File: config.mk
export PLATFORM = sky130hd
export DESIGN_NAME = alu_iter
export DESIGN_NICKNAME = d
export VERILOG_FILES = /design/src/rtl/alu_pkg.sv /design/src/rtl/alu_iter_muldiv.sv /design/src/rtl/alu_iter.sv
export SDC_FILE = /design/constraint.sdc
export NUM_CORES = 1
export LEC_CHECK = 0
export ABC_AREA = 1
export BUFFER_PORTS_ARGS = -buffer_cell sky130_fd_sc_hd__clkbuf_2
export CORE_UTILIZATION = 55
export CTS_CLUSTER_DIAMETER = 50
export CTS_CLUSTER_SIZE = 8
export DETAILED_ROUTE_END_ITERATION = 8
export GPL_ROUTABILITY_DRIVEN = 0
export PLACE_DENSITY_LB_ADDON = 0.3
export SLEW_MARGIN = 20
export SYNTH_ARGS = -nofsm -noshare
export SYNTH_HDL_FRONTEND = slang
export SYNTH_SLANG_ARGS = --single-unit
File: constraint.sdc
create_clock -name clk_i -period 16.2 [get_ports clk_i]
set_input_delay 3.24 -clock clk_i [delete_from_list [all_inputs] [get_ports clk_i]]
set_output_delay 3.24 -clock clk_i [all_outputs]
set_load 0.01 [all_outputs]
File: src/rtl/alu_pkg.sv
// Shared types for the iterative ALU: opcode encoding, FSM states, opcode width.
package alu_pkg;

  localparam int OPCODE_W = 3;

  typedef enum logic [OPCODE_W-1:0] {
    OP_NOP = 3'd0,
    OP_ADD = 3'd1,
    OP_MUL = 3'd2,
    OP_DIV = 3'd3,
    OP_SUB = 3'd4,
    OP_AND = 3'd5,
    OP_OR  = 3'd6,
    OP_XOR = 3'd7
  } opcode_e;

  typedef enum logic [1:0] {
    ST_IDLE = 2'd0,
    ST_ITER = 2'd1,
    ST_FIX  = 2'd2,
    ST_DONE = 2'd3
  } alu_iter_state_e;

endpackage

File: src/rtl/alu_iter_muldiv.sv
// Iterative unsigned-magnitude shift-add multiplier / restoring divider, one bit per cycle.
// The divide step is only built when ALU_ITER_DIV_EN is defined.
module alu_iter_muldiv #(
  parameter int WIDTH_P = 32
) (
  input  logic               clk_i,
  input  logic               reset_i,
  input  logic               start_i,
  input  logic               div_i,
  input  logic               signed_i,
  input  logic [WIDTH_P-1:0] a_i,
  input  logic [WIDTH_P-1:0] b_i,
  output logic               done_o,
  output logic [WIDTH_P-1:0] hi_o,
  output logic [WIDTH_P-1:0] lo_o
);

  localparam int CNT_W = $clog2(WIDTH_P);

  logic [WIDTH_P-1:0] hi_q, hi_d, lo_q, lo_d, opnd_q, opnd_d;
  logic [CNT_W-1:0]   cnt_q, cnt_d;
  logic               busy_q, busy_d;
  logic [WIDTH_P-1:0] abs_a, abs_b;
  logic [WIDTH_P:0]   acc;
`ifdef ALU_ITER_DIV_EN
  logic               div_q, div_d;
  logic [WIDTH_P:0]   diff;
`endif

  assign abs_a  = (signed_i && a_i[WIDTH_P-1]) ? -a_i : a_i;
  assign abs_b  = (signed_i && b_i[WIDTH_P-1]) ? -b_i : b_i;
  assign done_o = busy_q && (cnt_q == '0);
  assign hi_o   = hi_q;
  assign lo_o   = lo_q;

  always_comb begin
    hi_d   = hi_q;
    lo_d   = lo_q;
    opnd_d = opnd_q;
    cnt_d  = cnt_q;
    busy_d = busy_q;
    acc    = '0;
`ifdef ALU_ITER_DIV_EN
    div_d  = div_q;
    diff   = '0;
    if (start_i) begin
      busy_d = 1'b1;
      cnt_d  = CNT_W'(WIDTH_P - 1);
      hi_d   = '0;
      div_d  = div_i;
      // Divide: lo holds the dividend shifting out / quotient shifting in.
      lo_d   = div_i ? abs_a : abs_b;
      opnd_d = div_i ? abs_b : abs_a;
    end else if (busy_q) begin
      cnt_d = cnt_q - 1'b1;
      if (cnt_q == '0) busy_d = 1'b0;
      if (div_q) begin
        acc  = {hi_q, lo_q[WIDTH_P-1]};
        diff = acc - {1'b0, opnd_q};
        if (acc >= {1'b0, opnd_q}) begin
          hi_d = diff[WIDTH_P-1:0];
          lo_d = {lo_q[WIDTH_P-2:0], 1'b1};
        end else begin
          hi_d = acc[WIDTH_P-1:0];
          lo_d = {lo_q[WIDTH_P-2:0], 1'b0};
        end
      end else begin
        acc          = {1'b0, hi_q} + (lo_q[0] ? {1'b0, opnd_q} : '0);
        {hi_d, lo_d} = {acc, lo_q[WIDTH_P-1:1]};
      end
    end
`else
    // Without divide hardware a divide request never starts the engine.
    if (start_i && !div_i) begin
      busy_d = 1'b1;
      cnt_d  = CNT_W'(WIDTH_P - 1);
      hi_d   = '0;
      lo_d   = abs_b;
      opnd_d = abs_a;
    end else if (busy_q) begin
      cnt_d = cnt_q - 1'b1;
      if (cnt_q == '0) busy_d = 1'b0;
      acc          = {1'b0, hi_q} + (lo_q[0] ? {1'b0, opnd_q} : '0);
      {hi_d, lo_d} = {acc, lo_q[WIDTH_P-1:1]};
    end
`endif
  end

  always_ff @(posedge clk_i or posedge reset_i) begin
    if (reset_i) begin
      hi_q   <= '0;
      lo_q   <= '0;
      opnd_q <= '0;
      cnt_q  <= '0;
      busy_q <= 1'b0;
`ifdef ALU_ITER_DIV_EN
      div_q  <= 1'b0;
`endif
    end else begin
      hi_q   <= hi_d;
      lo_q   <= lo_d;
      opnd_q <= opnd_d;
      cnt_q  <= cnt_d;
      busy_q <= busy_d;
`ifdef ALU_ITER_DIV_EN
      div_q  <= div_d;
`endif
    end
  end

endmodule

File: src/rtl/alu_iter.sv
// Multi-cycle ALU top: FSM, handshake, single-cycle ops, sign fix-up and result register.
// Divide hardware is present only when ALU_ITER_DIV_EN is defined.
// Handshake: an op is taken on a clock edge where valid_i && ready_o; a result is held
// on result_o/err_o while valid_o is high and is consumed on an edge where ready_i is high.
module alu_iter import alu_pkg::*; #(
  parameter int WIDTH_P = 32
) (
  input  logic                 clk_i,
  input  logic                 reset_i,
  input  logic                 valid_i,
  input  logic [OPCODE_W-1:0]  opcode_i,
  input  logic                 signed_i,
  input  logic [WIDTH_P-1:0]   operand_a_i,
  input  logic [WIDTH_P-1:0]   operand_b_i,
  output logic                 ready_o,
  input  logic                 ready_i,
  output logic                 valid_o,
  output logic [2*WIDTH_P-1:0] result_o,
  output logic                 err_o,
  output logic [1:0]           state_o
);

  localparam int W = WIDTH_P;

  alu_iter_state_e state_q, state_d;
  logic [2*W-1:0]  result_q, result_d, sc_result, fix_result, prod_mag;
  logic            err_q, err_d, valid_q, valid_d, neg_q, neg_d;
  logic            sc_err, fix_err, accept, is_iter, md_start, md_done;
  logic [W:0]      ext_a, ext_b, arith;
  logic [W-1:0]    md_hi, md_lo;
  opcode_e         op_in;
`ifdef ALU_ITER_DIV_EN
  logic            div_q, div_d, rem_neg_q, rem_neg_d, bz_q, bz_d;
  logic [W-1:0]    a_q, a_d;
`endif

  assign op_in    = opcode_e'(opcode_i);
  assign ready_o  = (state_q == ST_IDLE) || ((state_q == ST_DONE) && ready_i);
  assign accept   = valid_i && ready_o;
  assign md_start = accept && is_iter;
  assign valid_o  = valid_q;
  assign result_o = result_q;
  assign err_o    = err_q;
  assign state_o  = state_q;
`ifdef ALU_ITER_DIV_EN
  assign is_iter  = (op_in == OP_MUL) || (op_in == OP_DIV);
`else
  assign is_iter  = (op_in == OP_MUL);
`endif

  // ADD/SUB return the exact arithmetic value: only an unsigned ADD is known non-negative.
  always_comb begin
    ext_a     = signed_i ? {operand_a_i[W-1], operand_a_i} : {1'b0, operand_a_i};
    ext_b     = signed_i ? {operand_b_i[W-1], operand_b_i} : {1'b0, operand_b_i};
    arith     = (op_in == OP_SUB) ? ext_a - ext_b : ext_a + ext_b;
    sc_result = '0;
    sc_err    = 1'b0;
    case (op_in)
      OP_ADD:  sc_result = signed_i ? {{(W-1){arith[W]}}, arith} : {{(W-1){1'b0}}, arith};
      OP_SUB:  sc_result = {{(W-1){arith[W]}}, arith};
      OP_AND:  sc_result = {{W{1'b0}}, operand_a_i & operand_b_i};
      OP_OR:   sc_result = {{W{1'b0}}, operand_a_i | operand_b_i};
      OP_XOR:  sc_result = {{W{1'b0}}, operand_a_i ^ operand_b_i};
      OP_DIV:  sc_err    = 1'b1;
      default: sc_result = '0;
    endcase
  end

  always_comb begin
    prod_mag   = {md_hi, md_lo};
    fix_result = neg_q ? -prod_mag : prod_mag;
    fix_err    = 1'b0;
`ifdef ALU_ITER_DIV_EN
    if (div_q) begin
      if (bz_q) begin
        fix_result = {a_q, {W{1'b1}}};
        fix_err    = 1'b1;
      end else begin
        fix_result = {rem_neg_q ? -md_hi : md_hi, neg_q ? -md_lo : md_lo};
      end
    end
`endif
  end

  always_comb begin
    state_d   = state_q;
    result_d  = result_q;
    err_d     = err_q;
    valid_d   = valid_q;
    neg_d     = neg_q;
`ifdef ALU_ITER_DIV_EN
    div_d     = div_q;
    rem_neg_d = rem_neg_q;
    bz_d      = bz_q;
    a_d       = a_q;
`endif
    case (state_q)
      ST_IDLE, ST_DONE: begin
        if (accept && is_iter) begin
          state_d   = ST_ITER;
          valid_d   = 1'b0;
          neg_d     = signed_i && (operand_a_i[W-1] ^ operand_b_i[W-1]);
`ifdef ALU_ITER_DIV_EN
          div_d     = (op_in == OP_DIV);
          rem_neg_d = signed_i && operand_a_i[W-1];
          bz_d      = (operand_b_i == '0);
          a_d       = operand_a_i;
`endif
        end else if (accept) begin
          state_d  = ST_DONE;
          result_d = sc_result;
          err_d    = sc_err;
          valid_d  = 1'b1;
        end else if (state_q == ST_DONE && ready_i) begin
          state_d = ST_IDLE;
          valid_d = 1'b0;
        end
      end
      ST_ITER: if (md_done) state_d = ST_FIX;
      ST_FIX: begin
        state_d  = ST_DONE;
        result_d = fix_result;
        err_d    = fix_err;
        valid_d  = 1'b1;
      end
      default: state_d = ST_IDLE;
    endcase
  end

  always_ff @(posedge clk_i or posedge reset_i) begin
    if (reset_i) begin
      state_q   <= ST_IDLE;
      result_q  <= '0;
      err_q     <= 1'b0;
      valid_q   <= 1'b0;
      neg_q     <= 1'b0;
`ifdef ALU_ITER_DIV_EN
      div_q     <= 1'b0;
      rem_neg_q <= 1'b0;
      bz_q      <= 1'b0;
      a_q       <= '0;
`endif
    end else begin
      state_q   <= state_d;
      result_q  <= result_d;
      err_q     <= err_d;
      valid_q   <= valid_d;
      neg_q     <= neg_d;
`ifdef ALU_ITER_DIV_EN
      div_q     <= div_d;
      rem_neg_q <= rem_neg_d;
      bz_q      <= bz_d;
      a_q       <= a_d;
`endif
    end
  end

  alu_iter_muldiv #(.WIDTH_P(W)) u_muldiv (
    .clk_i    (clk_i),
    .reset_i  (reset_i),
    .start_i  (md_start),
`ifdef ALU_ITER_DIV_EN
    .div_i    (op_in == OP_DIV),
`else
    .div_i    (1'b0),
`endif
    .signed_i (signed_i),
    .a_i      (operand_a_i),
    .b_i      (operand_b_i),
    .done_o   (md_done),
    .hi_o     (md_hi),
    .lo_o     (md_lo)
  );

endmodule

### Yosys cells after proc, flatten, opt, wreduce, memory -nomap -nowiden

Index checks and enable logic that the tools add are counted.

* flip-flop bits (word level): 171
* output and inout port bits: 69

* reductions and logical operators: 17
* equal/unequal tests: 14
* $add $sub $neg: 7
* bitwise logic cells: 4
* mux-type cells: 34

Operator list (count)
* $pmux 64 s5: 1
* $mux 64: 4
* $mux 32: 7
* $pmux 64 s2: 1
* $mux 33: 3
* $neg 32->32: 2
* $neg 64->64: 1
* $add 32x33->33: 1
* $add 33x33->33: 1
* $sub 33x33->33: 1
* $and 32x32->32: 1
* $or 32x32->32: 1
* $xor 32x32->32: 1
* $eq 3x3->1 const B: 4
* $mux 5: 2
* $mux 1: 9
* $mux 2: 4
* $logic_and 1x1->1: 7
* $eq 3x2->1 const B: 2
* $ne 2x2->1 const B: 3
* $pmux 2 s3: 1
* $reduce_and 2->1: 3
* $logic_not 5->1: 1
* $sub 5x1->5 const B: 1
* 11 further kinds: 14

### Depth between registers and ports, before layout

Gate-level depths: netlist of the first run.

* word-level depth: 8
* gate-level depth with buffers: 27
* gate-level depth less buffers: 26

### Modules after synthesis

Synthesis of the first run repeated with hierarchy kept, for this count alone.

* cell total of the unflattened synthesis: 3044
* area total of the unflattened synthesis: 18868.1 um2

Modules (own cells, without submodules)
* alu_iter: area each 10327.4 um2, times used 1, cells an instance 1649
* alu_iter_muldiv: area each 8540.7 um2, times used 1, cells an instance 1395

### Worst setup path before layout of the first run

OpenSTA, ideal clock, no wires.

* path kind: input-to-output
* from: input port ready_i
* to: output port ready_o
* path slack: 9565 ps
* cell stages on the path: 2
* buffers on the path: 0
* arrival time: 3395 ps
* data required time: 12960 ps
* cell sequence: nand2_1 > nand2_1

* word-level cells in the longest chain between the ends: 2

RTL lines
* start, declared: RTL line alu_iter.sv:16 `input logic ready_i,`
* $logic_and 1x1->1: RTL line alu_iter.sv:38 `assign ready_o = (state_q == ST_IDLE) || ((state_q == ST_DONE) && ready_i);`
* $logic_or 1x1->1: RTL line alu_iter.sv:38
* end, declared: RTL line alu_iter.sv:15 `output logic ready_o,`

No other way between the ends.

### Final worst setup path of the first run

* from: input port operand_b_i[0]
* to: register result_q[60], in the netlist result_o[60]

* word-level cells in the longest chain between the ends: 8

RTL lines
* start, declared: RTL line alu_iter.sv:14 `input logic [WIDTH_P-1:0] operand_b_i,`
* $mux 33 (*): RTL line alu_iter.sv:54 `ext_b = signed_i ? {operand_b_i[W-1], operand_b_i} : {1'b0, operand_b_i};`
* $add 33x33->33 or $sub 33x33->33 (tied branches): RTL line alu_iter.sv:55 `arith = (op_in == OP_SUB) ? ext_a - ext_b : ext_a + ext_b;`
* $mux 33 (*): RTL line alu_iter.sv:55
* $mux 64: RTL line alu_iter.sv:59 `OP_ADD: sc_result = signed_i ? {{(W-1){arith[W]}}, arith} : {{(W-1){1'b0}}, arith};`
* $pmux 64 s5 (*): RTL line alu_iter.sv:58 `case (op_in)`
* $mux 64 (*): RTL line alu_iter.sv:109 `end else if (accept) begin`
* $mux 64 (*): RTL line alu_iter.sv:99 `if (accept && is_iter) begin`
* $pmux 64 s2 (*): RTL line alu_iter.sv:97 `case (state_q)`
* end signal, assigned: RTL line alu_iter.sv:145 `result_q <= result_d;`
* end, declared: RTL line alu_iter.sv:26 `logic [2*W-1:0] result_q, result_d, sc_result, fix_result, prod_mag;`

Mark *: on every way between the ends. The rest lies on a longest branch, timed or not. The select of a mux whose other input is x is not followed.
A chain may end at the register's enable or synchronous reset.

==> impl_metrics.ini, run 1 <==
[outcome]
outcome = complete, but fails checks
violations = DRC

[global_route]
overflow = 0
antenna_found_initial = 0
grtUsageTotal = 0.4051
grt_max_degree = 98
grt_pass1_wl_um = 103200
grt_pass1_vias = 18760

[place]
place_inst = 3157
io_buffers = 140
pre_cts_ws_ns = 8.674
dp_hpwl_um = 51380

[worst_setup_path]
cpMostUsedCell = nand2_1
crit_buf_inv = 5
crit_cells = 27
end_kind = flip-flop
crit_start = operand_b_i[0]
cpPeakStageDelay_ns = 0.67
required_ns = 16.49
cp.arrival_ns = 7.42
crit_path_top_delay_cell = nand2_4
r2r-start = state_o[0]
cp_top_family = simple AND/OR/NAND/NOR gates
r2r_cells = 11
critPathMaxFanout = 31
worstSetupStartpointType = primary input
path_class = primary input to flip-flop

[final_layout]
multi_input_area_mm2 = 0.01169
mostFrequentLayoutCell = nand2_1
fin_util = 0.6148
final_nets = 2992
drive_above_1_share = 0.1135
num_antenna_cells = 0
stdcell_count = 3189
areaGrowthSynthToFinish_pct = 8.787
mostFrequentLayoutCells = 647 x nand2_1, 365 x nor2_1, 273 x inv_1, 208 x a21oi_1, 183 x o21ai_0
seqCellArea_mm2 = 0.004280
num-fill-cells = 2882

[floorplanning]
die_y_um = 180.4
initial_core_util = 0.5651
io-pin-count = 141
dieArea_mm2 = 0.03256
rows = 64
fp.coreArea_mm2 = 0.03099
die_width_um = 180.4

[timing]
rsz0062_at_grt = false
worst_pin_slew_ns = 1.120
clock_skew_ns = 0.01556
drv_slew = 0
max_freq_mhz = 140.3
min_period_ns = 7.128
period_share = 0.4400
setup_viol = 0
max-slew-margin-rel = 0.2536
layout_setup_ws_ns = 9.072
fin_setup_tns_ns = 0
hold_viol = 0

[synth]
synth_top_area_share = 0.2443
synth_nets = 2905
synth_area_mm2 = 0.01751
synthDistinctLibCells = 58
netlist_instances = 2693
synth_area_per_cell_um2 = 6.503
ys_seq_area_frac = 0.2443
yosys_register_bits = 171
synthFlopType = dfrtp_1
synth-edff-count = 0
synth_warnings = 0
synth_area_leaders = dfrtp_1 24%, nand2_1 14%, ha_1 9.9%
synthArstFlopShare = 1.000
yosys.area.top_type = dfrtp_1

[cts]
cts.sinks = 171
cts-hold-fix-buffers = 0
clk_path_buf_depth = 2
cts_buffers = 17
cts_tree = yes
clockRootBuffer = clkbuf_16
insertion_delay_ns = 0.45
cts.repair.resized = 0
h-tree-depth = 4
clk_pin_slew_ns = 0.08
post-cts-setup-buffers = 0

[min_path]
min_from = u_muldiv.opnd_q[11]
hp-class = flip-flop to flip-flop
holdPathStages = 2

[pwr]
vdd_ir_drop_max_v = 0.0001666
p_per_area_mw_per_mm2 = 183.3
p_leak_nw = 9.162

[routing]
num_vias = 20210
routed_wl_um = 66860
ant_nets = 0
dr.pass1.iters = 9
via_per_inst = 6.336
detail_route.wl_per_cell_um = 20.97
drtIter0Drc = 2814
drc_errors = 1

[flow_run]
max_cap_viol_count = 0
## registers in the layout, summed over array words and instances, names as in the netlist
| name | flops |
|---|---|
| result_o | 64 |
| u_muldiv.cnt_q | 5 |
| u_muldiv.hi_o | 32 |
| neg_q | 1 |
| u_muldiv.opnd_q | 32 |
| u_muldiv.lo_o | 32 |
| err_o | 1 |
| u_muldiv.busy_q | 1 |
| valid_o | 1 |
| state_o | 2 |
## Yosys cell counts, drive strengths merged (2+ instances only)
library cell and count:
ha 138, a21oi 238, and2 3, o21a 2, o21ai 189, nor3b 2, nand2 660, clkbuf 53
a31oi 34, fa 2, dfrtp 171, o2111ai 2, a21o 7, o21bai 16, o22ai 29, a211oi 2
xor2 54, inv 300, o221ai 8, a22oi 17, nor3 32, a21boi 4, a221oi 14, o211ai 26
nand3b 9, or2 24, nand4 29, nor4 12, o31ai 2, buf 36, xnor2 5, nor2 387
nand3 180
## per-layer routing
| metal | track usage | up-vias | part of all wire |
|---|---|---|---|
| met4 | 0.2550 | 2 | 0.072 |
| li1 | - | 9117 | - |
| met1 | 0.5095 | 9161 | 0.37 |
| met5 | 0 | - | 0.0010 |
| met2 | 0.6197 | 1562 | 0.42 |
| met3 | 0.1039 | 363 | 0.13 |
## path summary, 6_finish.rpt
path                                  endpoint  slack [ns]
setup / recovery                  result_o[60]        9.07
hold / removal             u_muldiv.opnd_q[11]        0.49
setup reg to reg                  result_o[60]       11.05
hold reg to reg            u_muldiv.opnd_q[11]        0.49
max in group asynchronous                neg_q       11.59
min in group asynchronous    u_muldiv.hi_o[13]        2.98
## layout make-up
cell class	instances	share of cell area
clock buffers	17	0.02233
clock inverters	15	0.01024
inverters	301	0.05957
multi-input cells	2132	0.6137
flip-flops and latches	171	0.2247
well taps	396	0.02601
repair buffers	157	0.04348
## stage by stage
| step | power, mW | area (um2) | hold slack [ns] |
|---|---|---|---|
| after detailed placement | 2.960 | 18430 | 0.4751 |
| after CTS | 3.409 | 19050 | 0.4916 |
| final | 3.492 | 19050 | 0.4923 |
| after global routing | 3.705 | 19050 | 0.5077 |
| after floorplan | 2.358 | 17510 | 0.4494 |
| after global placement | 2.901 | 18430 | 0.4690 |
## logic make-up after synthesis
logic type	after synthesis	share of synthesized area
adder cells (fa/ha/maj)	140	0.1009
XOR/XNOR	59	0.02951
flip-flops	171	0.2443
AND/OR/NAND/NOR	1340	0.3264
buffers and inverters	390	0.08873
AO/OA/AOI/OAI	593	0.2101
## worst reg2reg max path, cell delays in order (launching register included)
cell and delay (ns):
dfrtp_1 0.45, inv_1 0.11, ha_2 0.16, buf_4 0.50
inv_2 0.50, nand2_1 0.20, nand2_1 0.59, inv_2 0.42
buf_4 0.69, nand3_1 0.46, nand2_4 0.77, a21oi_1 0.15
## power breakdown
part / leakage, nW / switching (mW) / total [mW] / internal, mW
Combinational: 6.83 / 1.49 / 2.18 / 0.694
Sequential: 2.02 / 0.216 / 0.868 / 0.652
Clock: 0.306 / 0.207 / 0.444 / 0.237
No activity file was read; power rests on OpenSTA's default activity.
==> run 2: changes to the inputs <==
clock period = 6.8 ns   (was 16.2 ns; I/O delays follow)
==> impl_metrics.ini, run 2 (synthesized netlist as in run 1, its figures left out) <==
[routing]
drc_errors = 0
routed_wl_um = 67230
detail_route.wl_per_cell_um = 21.06
dr.pass1.iters = 7
num_vias = 20240
drtIter0Drc = 3097
ant_nets = 0
via_per_inst = 6.341

[final_layout]
drive_above_1_share = 0.1134
mostFrequentLayoutCells = 647 x nand2_1, 365 x nor2_1, 274 x inv_1, 208 x a21oi_1, 183 x o21ai_0
areaGrowthSynthToFinish_pct = 8.630
largest_reg_flops = 64
seqCellArea_mm2 = 0.004280
multi_input_area_mm2 = 0.01169
postLayoutCellArea_mm2 = 0.01902
final_nets = 2994
num-fill-cells = 2889
mostFrequentLayoutCell = nand2_1
stdcell_count = 3192

[outcome]
outcome = completed

[cts]
clk_path_buf_depth = 2
clockRootBuffer = clkbuf_16
post-cts-setup-buffers = 0
h-tree-depth = 4
insertion_delay_ns = 0.45
cts.sinks = 171
cts.repair.resized = 0
cts-hold-fix-buffers = 0
cts_buffers = 17
clk_pin_slew_ns = 0.07
cts_tree = yes

[worst_setup_path]
rr_endpoint = result_o[17]
critPathMaxFanout = 31
r2r_cells = 11
path_class = primary input to flip-flop
r2r-start = state_o[0]
cp.arrival_ns = 5.56
reg2reg_slack_ns = 2.47
end_kind = flip-flop
required_ns = 7.08
worstSetupStartpointType = primary input

[floorplanning]
die_width_um = 180.4
die_y_um = 180.4
rows = 64
fp.coreArea_mm2 = 0.03099
initial_core_util = 0.5651
io-pin-count = 141
dieArea_mm2 = 0.03256

[pwr]
swShare = 0.5529
p_per_area_mw_per_mm2 = 435.9
p_leak_nw = 9.151
combPwrFrac = 0.631
vdd_ir_drop_max_v = 0.0003471
p_clk_frac = 0.119
switchingPower_mw = 4.585
internal_power_mw = 3.708
seqPwrFrac = 0.249
power_mw = 8.293

[min_path]
holdPathStages = 2
min_from = u_muldiv.opnd_q[19]
whs_endpoint = u_muldiv.opnd_q[19]
hp-class = flip-flop to flip-flop

[global_route]
use_met3 = 0.1051
grt_pass1_vias = 18420
antenna_found_initial = 2
overflow = 0
grtUsageTotal = 0.4093
grt_busiest_layer = met2
grt_pass1_wl_um = 103500
met1_usage = 0.5227
grt_max_degree = 82
use_met2 = 0.6118

[timing]
clock_skew_ns = 0.01403
max-slew-margin-rel = 0.2107
hold_viol = 0
min_period_ns = 5.280
layout_setup_ws_ns = 1.520
max_freq_mhz = 189.4
drv_slew = 0
setup_viol = 0
worst_pin_slew_ns = 1.175
period_share = 0.7764
rsz0062_at_grt = false
fin_setup_tns_ns = 0

[place]
io_buffers = 140
dp_hpwl_um = 51970
place_inst = 3159
placed_area_mm2 = 0.01845
pre_cts_ws_ns = 1.202

[flow_run]
max_cap_viol_count = 0
## run 2: worst max-delay path: stages
cell	delay, ns
clkbuf_2	0.15
inv_1	0.10
ha_1	0.20
nand2_2	0.08
nor2_4	0.17
nand4_1	0.21
nor3_1	0.37
nand2_1	0.13
nor2_1	0.14
xor2_1	0.20
o21ai_0	0.11
ha_1	0.38
nand2_1	0.11
nor3_1	0.25
inv_1	0.12
nor2_1	0.11
nand2_1	0.07
nand2_1	0.07
inv_1	0.04
nand2_1	0.05
nand2_1	0.06
nand3_2	0.15
nand2_2	0.09
nand2_4	0.68
a21oi_1	0.14
## run 2: routing by layer
| layer | wire (um) | vias up |
|---|---|---|
| li1 | - | 9137 |
| met1 | 25330 | 9185 |
| met2 | 27890 | 1567 |
| met3 | 9016 | 348 |
| met4 | 4977 | 2 |
| met5 | 12 | - |
## run 2: cell type report
type                    count  area share
diodes                      1   0.0001315
clock buffers              19     0.02328
clock inverters            13    0.006774
inverters                 301     0.05965
multi-input cells        2132      0.6146
flip-flops and latches    171      0.2250
well taps                 396     0.02604
repair buffers            159     0.04452
## run 2: worst max-delay path by stage
stage                               from            to  slack (ns)  cells after the start
after global routing      operand_b_i[0]  result_o[60]        1.19                     25
final                     operand_b_i[0]  result_o[60]        1.52                     25
after global placement    operand_b_i[0]  result_o[60]        1.35                     27
after CTS                 operand_b_i[0]  result_o[60]        1.65                     27
after floorplan                  reset_i         err_o        0.81                      1
after detailed placement  operand_b_i[0]  result_o[60]        1.20                     27
## run 2: power by group through the flow
stage	clock (mW)	sequential [mW]	combinational (mW)
2_1_floorplan	0	1.98	3.63
3_3_place_gp	0	2.04	4.89
3_5_place_dp	0	2.05	5.05
4_1_cts	0.983	2.04	5.07
5_1_grt	1.02	2.11	5.67
6_report	0.990	2.07	5.24
## run 2: stage by stage
stage,util,hold slack (ns)
global route,0.6138,0.5186
floorplan,-,0.4494
finish,0.6139,0.4946
CTS,0.6137,0.4919
global placement,0.5952,0.4680
detailed placement,0.5952,0.4748
